**config.mk**
```make
export PLATFORM = sky130hd
export DESIGN_NAME = pd1_pwr_ctrl_fsm
export DESIGN_NICKNAME = d
export VERILOG_FILES = /design/src/rtl/pd1_pwr_ctrl_fsm.sv
export SDC_FILE = /design/constraint.sdc
export NUM_CORES = 1
export LEC_CHECK = 0
export BUFFER_PORTS_ARGS = -buffer_cell sky130_fd_sc_hd__buf_2
export CAP_MARGIN = 20
export CORE_ASPECT_RATIO = 0.5
export CORE_MARGIN = 2
export CORE_UTILIZATION = 32
export CTS_CLUSTER_SIZE = 16
export DETAILED_ROUTE_END_ITERATION = 8
export HOLD_SLACK_MARGIN = 0.12
export PLACE_DENSITY = 0.48
export SLEW_MARGIN = 20
export SYNTH_ARGS = -nofsm -noshare
export SYNTH_HDL_FRONTEND = slang
export SYNTH_SLANG_ARGS = --single-unit
```
**constraint.sdc**
```tcl
create_clock -name i_aon_clk -period 2.3 [get_ports i_aon_clk]
set_input_delay 0.23 -clock i_aon_clk [delete_from_list [all_inputs] [get_ports i_aon_clk]]
set_output_delay 0.23 -clock i_aon_clk [all_outputs]
set_load 0.01 [all_outputs]
```
**src/rtl/pd1_pwr_ctrl_fsm.sv**
```systemverilog
// PD1 power-mode controller: RUN -> SLEEP -> RUN. It drives the target levels for the PD1 delay
// sequencer, then waits for the sequencer feedback before it advances to the next state.
`timescale 1ns/1ps

module pd1_pwr_ctrl_fsm #(
    parameter int ACK_TIMEOUT = 255,
    parameter int TMR_W       = 16
) (
    input  logic       i_aon_clk,
    input  logic       i_soc_pwr_on_rst,
    input  logic       i_sleep_req,
    input  logic       i_wakeup_req,
    input  logic       i_pg_en,
    input  logic       i_hw_sleep_ack,
    input  logic       i_pwr_on_ack,
    input  logic       i_seq_clk_en,
    input  logic       i_seq_iso,
    input  logic       i_seq_rstn,
    input  logic       i_seq_pwr_on_req,
    output logic       o_sleep_req,
    output logic       o_clk_en,
    output logic       o_iso,
    output logic       o_ret,
    output logic       o_rstn,
    output logic       o_pwr_on_req_fsm,
    output logic       o_in_sleep,
    output logic       o_sleep_abort,
    output logic       o_ack_timeout,
    output logic [2:0] o_state
);

    typedef enum logic [2:0] {
        ST_RUN     = 3'd0,
        ST_SLP_REQ = 3'd1,
        ST_OFF_SEQ = 3'd2,
        ST_SLEEP   = 3'd3,
        ST_PWR_UP  = 3'd4,
        ST_ON_SEQ  = 3'd5
    } state_t;

    localparam logic [TMR_W-1:0] CNT_MAX = TMR_W'(ACK_TIMEOUT);

    state_t           state_q;
    state_t           state_d;
    logic             pg_q;
    logic             pg_d;
    logic [TMR_W-1:0] cnt_q;
    logic             cnt_max;

    logic sleep_req_d;
    logic clk_en_d;
    logic iso_d;
    logic ret_d;
    logic rstn_d;
    logic pwr_on_req_d;
    logic in_sleep_d;
    logic abort_d;
    logic timeout_d;

    assign cnt_max = (cnt_q == CNT_MAX);
    assign o_state = state_q;

    // The wait counter restarts on every state change and saturates instead of wrapping.
    always_ff @(posedge i_aon_clk or posedge i_soc_pwr_on_rst) begin
        if (i_soc_pwr_on_rst) begin
            state_q <= ST_RUN;
            pg_q    <= 1'b0;
            cnt_q   <= '0;
        end else begin
            state_q <= state_d;
            pg_q    <= pg_d;
            if (state_d != state_q) begin
                cnt_q <= '0;
            end else if (((state_q == ST_SLP_REQ) || (state_q == ST_PWR_UP)) && !cnt_max) begin
                cnt_q <= cnt_q + TMR_W'(1);
            end
        end
    end

    always_comb begin
        state_d = state_q;
        pg_d    = pg_q;
        case (state_q)
            ST_RUN: begin
                if (i_sleep_req && !i_wakeup_req) begin
                    state_d = ST_SLP_REQ;
                    pg_d    = i_pg_en;
                end
            end
            ST_SLP_REQ: begin
                if (i_wakeup_req || !i_sleep_req || cnt_max) begin
                    state_d = ST_RUN;
                end else if (i_hw_sleep_ack) begin
                    state_d = ST_OFF_SEQ;
                end
            end
            ST_OFF_SEQ: begin
                if (!i_seq_clk_en && !i_seq_rstn &&
                    (!pg_q || (!i_seq_pwr_on_req && !i_pwr_on_ack))) begin
                    state_d = ST_SLEEP;
                end
            end
            ST_SLEEP: begin
                if (i_wakeup_req || !i_sleep_req) begin
                    state_d = ST_PWR_UP;
                end
            end
            ST_PWR_UP: begin
                if (i_pwr_on_ack) begin
                    state_d = ST_ON_SEQ;
                end
            end
            ST_ON_SEQ: begin
                if (i_seq_clk_en && !i_seq_iso && i_seq_rstn) begin
                    state_d = ST_RUN;
                end
            end
            default: state_d = ST_RUN;
        endcase
    end

    // Targets are decoded from the next state so the registered outputs line up with o_state.
    always_comb begin
        sleep_req_d  = 1'b0;
        clk_en_d     = 1'b1;
        iso_d        = 1'b0;
        ret_d        = 1'b0;
        rstn_d       = 1'b1;
        pwr_on_req_d = 1'b1;
        in_sleep_d   = 1'b0;
        case (state_d)
            ST_SLP_REQ: begin
                sleep_req_d = 1'b1;
            end
            ST_OFF_SEQ: begin
                sleep_req_d  = 1'b1;
                clk_en_d     = 1'b0;
                rstn_d       = 1'b0;
                iso_d        = pg_d;
                ret_d        = pg_d;
                pwr_on_req_d = !pg_d;
            end
            ST_SLEEP: begin
                sleep_req_d  = 1'b1;
                clk_en_d     = 1'b0;
                rstn_d       = 1'b0;
                iso_d        = pg_d;
                ret_d        = pg_d;
                pwr_on_req_d = !pg_d;
                in_sleep_d   = 1'b1;
            end
            ST_PWR_UP: begin
                clk_en_d     = 1'b0;
                rstn_d       = 1'b0;
                iso_d        = pg_d;
                ret_d        = pg_d;
                pwr_on_req_d = 1'b1;
            end
            default: begin
                sleep_req_d = 1'b0;
            end
        endcase
        abort_d   = (state_q == ST_SLP_REQ) && (state_d == ST_RUN);
        timeout_d = o_ack_timeout || ((state_q == ST_PWR_UP) && cnt_max && !i_pwr_on_ack);
    end

    always_ff @(posedge i_aon_clk or posedge i_soc_pwr_on_rst) begin
        if (i_soc_pwr_on_rst) begin
            o_sleep_req      <= 1'b0;
            o_clk_en         <= 1'b1;
            o_iso            <= 1'b0;
            o_ret            <= 1'b0;
            o_rstn           <= 1'b1;
            o_pwr_on_req_fsm <= 1'b1;
            o_in_sleep       <= 1'b0;
            o_sleep_abort    <= 1'b0;
            o_ack_timeout    <= 1'b0;
        end else begin
            o_sleep_req      <= sleep_req_d;
            o_clk_en         <= clk_en_d;
            o_iso            <= iso_d;
            o_ret            <= ret_d;
            o_rstn           <= rstn_d;
            o_pwr_on_req_fsm <= pwr_on_req_d;
            o_in_sleep       <= in_sleep_d;
            o_sleep_abort    <= abort_d;
            o_ack_timeout    <= timeout_d;
        end
    end

endmodule

```
* After elaboration in Yosys (flattened, before gate mapping)
Cells that the tools add are included.
** Word-level totals
- Flip-flop bits (word level) :: 27
- Word-level logic and storage cells :: 70
- Bits of input ports :: 11
** Operators by class
- Eq/ne operators :: 11
- $add $sub $neg :: 1
- Mux-type cells :: 17
- Reduce and logical (&&, ||, !) cells :: 31
** Operators with widths (number)
- 16-bit 2-to-1 mux :: 2
- 3-bit 2-to-1 mux :: 7
- 3-bit case mux with 6 select lines :: 1
- 16-bit by 1-bit adder with 16-bit output (second input constant) :: 1
- 16-bit by 8-bit equality test with 1-bit output (second input constant) :: 1
- 3-bit by 2-bit equality test with 1-bit output (second input constant) :: 4
- 1-bit logical AND :: 10
- 1-bit logical NOT :: 10
- 3-bit equality test (second input constant) :: 3
- 1-bit 2-to-1 mux :: 7
- 3-bit by 1-bit equality test with 1-bit output (second input constant) :: 2
- 3-bit logical NOT :: 2
- 3-bit OR reduction :: 2
- 1-bit logical OR :: 5
- 3-bit != test :: 1
- 2-bit nonzero test :: 1
- 2-bit OR reduction :: 1

* Longest topological paths before layout
- Word-level depth :: 9
- Gate-level depth with buffers :: 9
- Depth with buffers taken out :: 6

* Worst setup path after synthesis
OpenSTA, ideal clock, no wires.
- Kind :: reg2reg
- From :: register cnt_q[8]
- To :: register cnt_q[10]
- Arrival :: 2302 ps
- Period minus slack after synthesis :: 2440 ps
- Path slack :: -140 ps
- Stages on the path, launching flop included :: 8
- Path buffers :: 2
- Cell sequence :: dfrtp_1 or4_1 or4_1 clkbuf_2 and2_4 o311ai_4 buf_6 a211oi_1
** On the way
- Cells in the longest elaborated chain, start to end :: 6
** Ends and longest elaborated chain
- start: declaration :: RTL line 47 : logic [TMR_W-1:0] cnt_q;
- start signal: assignment :: RTL line 75 : cnt_q <= cnt_q + TMR_W'(1);
- 16-bit by 8-bit equality test with 1-bit output :: RTL line 60 : assign cnt_max = (cnt_q == CNT_MAX);
- 1-bit logical OR :: RTL line 91 : if (i_wakeup_req || !i_sleep_req || cnt_max) begin
- 3-bit 2-to-1 mux :: RTL line 91
- 3-bit case mux with 6 select lines :: RTL line 83 : case (state_q)
- 3-bit != test :: RTL line 72 : if (state_d != state_q) begin
- 16-bit 2-to-1 mux or 2-bit nonzero test (tied branches)
Parallel ways exist; a longest one is shown, timed or not. The select of a mux whose other input is x is not followed.
A chain may end at the register's enable or synchronous reset.

* Worst setup path in the final report
- From :: register cnt_q[12]
- To :: register cnt_q[1]
** On the way
- Cells in the longest elaborated chain, start to end :: 6
** Ends and longest elaborated chain (RTL line)
- 16-bit by 8-bit equality test with 1-bit output (*) :: 60
- 1-bit logical OR :: 91
- 3-bit 2-to-1 mux :: 91
- 3-bit case mux with 6 select lines :: 83
- 3-bit != test :: 72
- 16-bit 2-to-1 mux or 2-bit nonzero test (tied branches)
Every way passes the cells marked *; elsewhere a longest branch is shown, timed or not.

==> run metrics <==
placed cell area=1810 sq um; drt wl/cell=14.5 microns; status=finished clean; Core Box Area=4490 sq um; RSZ-0062 raised after global routing=yes; Worst Path Arrival=2420 ps; syn_area_per_cell=10.1 sq um; Clk pin slew, worst setup/hold paths=100 ps; R2R Setup Slk=10 ps; Final Critical Period=2290 ps; top-count cell post-synth=dfrtp_1; relative slew slack=56.8%; DR vias=1,291; # rows=17; Worst Setup Slack, final=14.8 ps; crit share post-route=99.4%; Area Overhead vs Synth=24.0%; pwr dens=887 nW/um^2; total of max-cap violations=0; yosys warns=0; max-slew violation count=0; DR vias/cell=5.10; Ports=23; ys flop type=dfrtp_1; EDFF count, synth=0; antenna cells=0; CP Data Required Time=2430 ps; DIE AREA=5360 sq um; CTS tree=done; syn nets=163; crit path launch type=flop; initial antenna violation count=0; final setup fails=0; Bufs on Longest Clock Path=2; gpl congestion=0.787; final hold violations=0; VDD IR max=0.516 mV; worst hold path cell count=3; Die H=52.8 microns; synth cell count leaders=25 x dfrtp_1, 15 x a211oi_1, 15 x xor2_1; Routed Antenna Nets=0; vias in the first global route=1,249; Synth area leaders=dfrtp_1 41%, xor2_1 8.6%, a211oi_1 7.4%, nand4_1 4.5%, dfstp_2 3.5%; hold_sp=i_pg_en; largest net degree at the start of global routing=28; CTS sink cnt=27; Final TNS setup=0 ps; Max Clk Rate=438 MHz; H-tree Lvls=1; kind of critical path=flop to flop; largest area contributor in the netlist=dfrtp_1; LEAKAGE=0.849 nW; Skew-Pair Late Insertion Delay=280 ps; Root Driver=clkbuf_8; starting density of the core=33.9%; CTS buffer count=3; Die W=102 microns; final WL=3660 microns; Hold EP=pg_q; Congestion Overflow GR=0; Max Fanout on Critical Path=9; Worst R2R End=cnt_q[1]; Seq/Total Area, Yosys=44.6%; DRT Pass-1 Iters=4; Synth Register Bits=27; DP HPWL=2640 microns; crit end category=flop; Synth Instances=151; Total GRT Usage=14.7%; NumNets Final=200; RR Startpoint=cnt_q[12]; R2R depth=6; # port buffers=22; Post-Syn Area=1520 sq um; Final Core Density=42.0%; Final Power=1.67 mW; Synth async-reset ratio=100%; top cell type's share of synthesized area=41.1%; worst-margin pin slew=648 ps; Iter 0 DRT Violations=73; number of library cell types mapped by synthesis=43; Final Instance Area=1890 sq um; Fin Clk Skew=4.13 ps; layout cells sized above 1=30.5%; first-pass GRT wire length=6000 microns; Hold Crit Class=input port to flop; DR DRC count=0; worst slack at placement=-64.5 ps
==> registers in the layout (all words and copies together) (netlist names) <==
| register | cells |
|---|---|
| o_state | 3 |
| o_sleep_req | 1 |
| o_ack_timeout | 1 |
| o_ret | 1 |
| o_pwr_on_req_fsm | 1 |
| cnt_q | 16 |
| o_sleep_abort | 1 |
| pg_q | 1 |
| o_in_sleep | 1 |
| o_rstn | 1 |
==> critical path, cell delays in order (launching register included) <==
cell      delay, ps
dfrtp_1         390
or4_4           540
or4_4           530
and2_4          170
o311ai_4        250
buf_6           180
a221oi_1         80
==> kinds of logic (layout without fill, tap and decap cells) <==
kind of cell	Yosys count	in the layout	synth area share [%]
xor+xnor	15	15	8.64
flops	27	27	44.6
compound gates	31	31	16.9
buf+inv	17	53	5.26
fa+ha+maj	1	1	0.822
mux	1	1	0.658
simple gates	59	59	23.2
==> through the flow <==
step	hold slack, ps	instances
after floorplan	281	151
after global placement	317	248
after detailed placement	324	248
after CTS	208	253
after global routing	216	253
final	215	253
==> how the worst max path moves through the flow <==
stage,startpoint,endpoint,slack [ps]
finish,cnt_q[12],cnt_q[1],10
global route,cnt_q[10],cnt_q[1],-60
CTS,cnt_q[11],cnt_q[1],-30
detailed placement,cnt_q[11],cnt_q[1],-60
global placement,cnt_q[11],cnt_q[1],-40
floorplan,cnt_q[11],cnt_q[10],-40
==> layer usage <==
layer	part of all wire [%]	GRT usage, %	wire length (microns)	vias to the layer above
li1	-	-	-	631
met1	50	19.3	1830	629
met2	45	25.1	1660	28
met3	4.3	3.60	156	3
met4	0.35	2.70	13	0
met5	0	0	0	-
==> area by class of cell <==
cell class / count / area, sq um
Inverter: 5 / 18.8
Multi-Input combinational cell: 107 / 776
Timing Repair Buffer: 44 / 285
Clock inverter: 1 / 5.00
Fill cell: 457 / 2600
Tap cell: 66 / 82.6
Sequential cell: 27 / 678
Clock buffer: 3 / 41.3
==> where the power goes <==
| part | leakage, nW | internal (mW) | total [mW] | switching, mW |
|---|---|---|---|---|
| clock network | 0.0255 | 0.122 | 0.281 | 0.159 |
| logic | 0.461 | 0.296 | 0.745 | 0.449 |
| registers | 0.362 | 0.569 | 0.647 | 0.0784 |
| total | 0.849 | 0.987 | 1.67 | 0.686 |
==> timing repair <==
| action | in CTS | in global routing |
|---|---|---|
| endpoints found under the hold margin | 25 | 0 |
| setup buffers | 0 | 0 |
| pin swaps | 0 | 1 |
| endpoints found under the setup margin | 18 | 18 |
| hold buffers | 1 | 0 |
| gates resized for setup | 1 | 4 |
==> cell usage in the layout, fill, tap and decap left out, types with 2 or more instances in the layout <==
| cell type | n |
|---|---|
| dfrtp_1 | 25 |
| buf_2 | 22 |
| buf_4 | 19 |
| xor2_1 | 15 |
| a211oi_1 | 15 |
| nand4_1 | 11 |
| nand3_1 | 7 |
| nand2_1 | 7 |
| nor2_1 | 6 |
| inv_1 | 5 |
| nand2b_1 | 3 |
| nor2b_1 | 3 |
| o21ai_0 | 3 |
| and3_1 | 3 |
| and2_1 | 3 |
| clkbuf_8 | 3 |
| or4_4 | 2 |
| a32oi_1 | 2 |
| a32o_1 | 2 |
| and4_1 | 2 |
| a221oi_1 | 2 |
| dfstp_2 | 2 |
| buf_6 | 2 |
(Power assumes the default switching activity.)
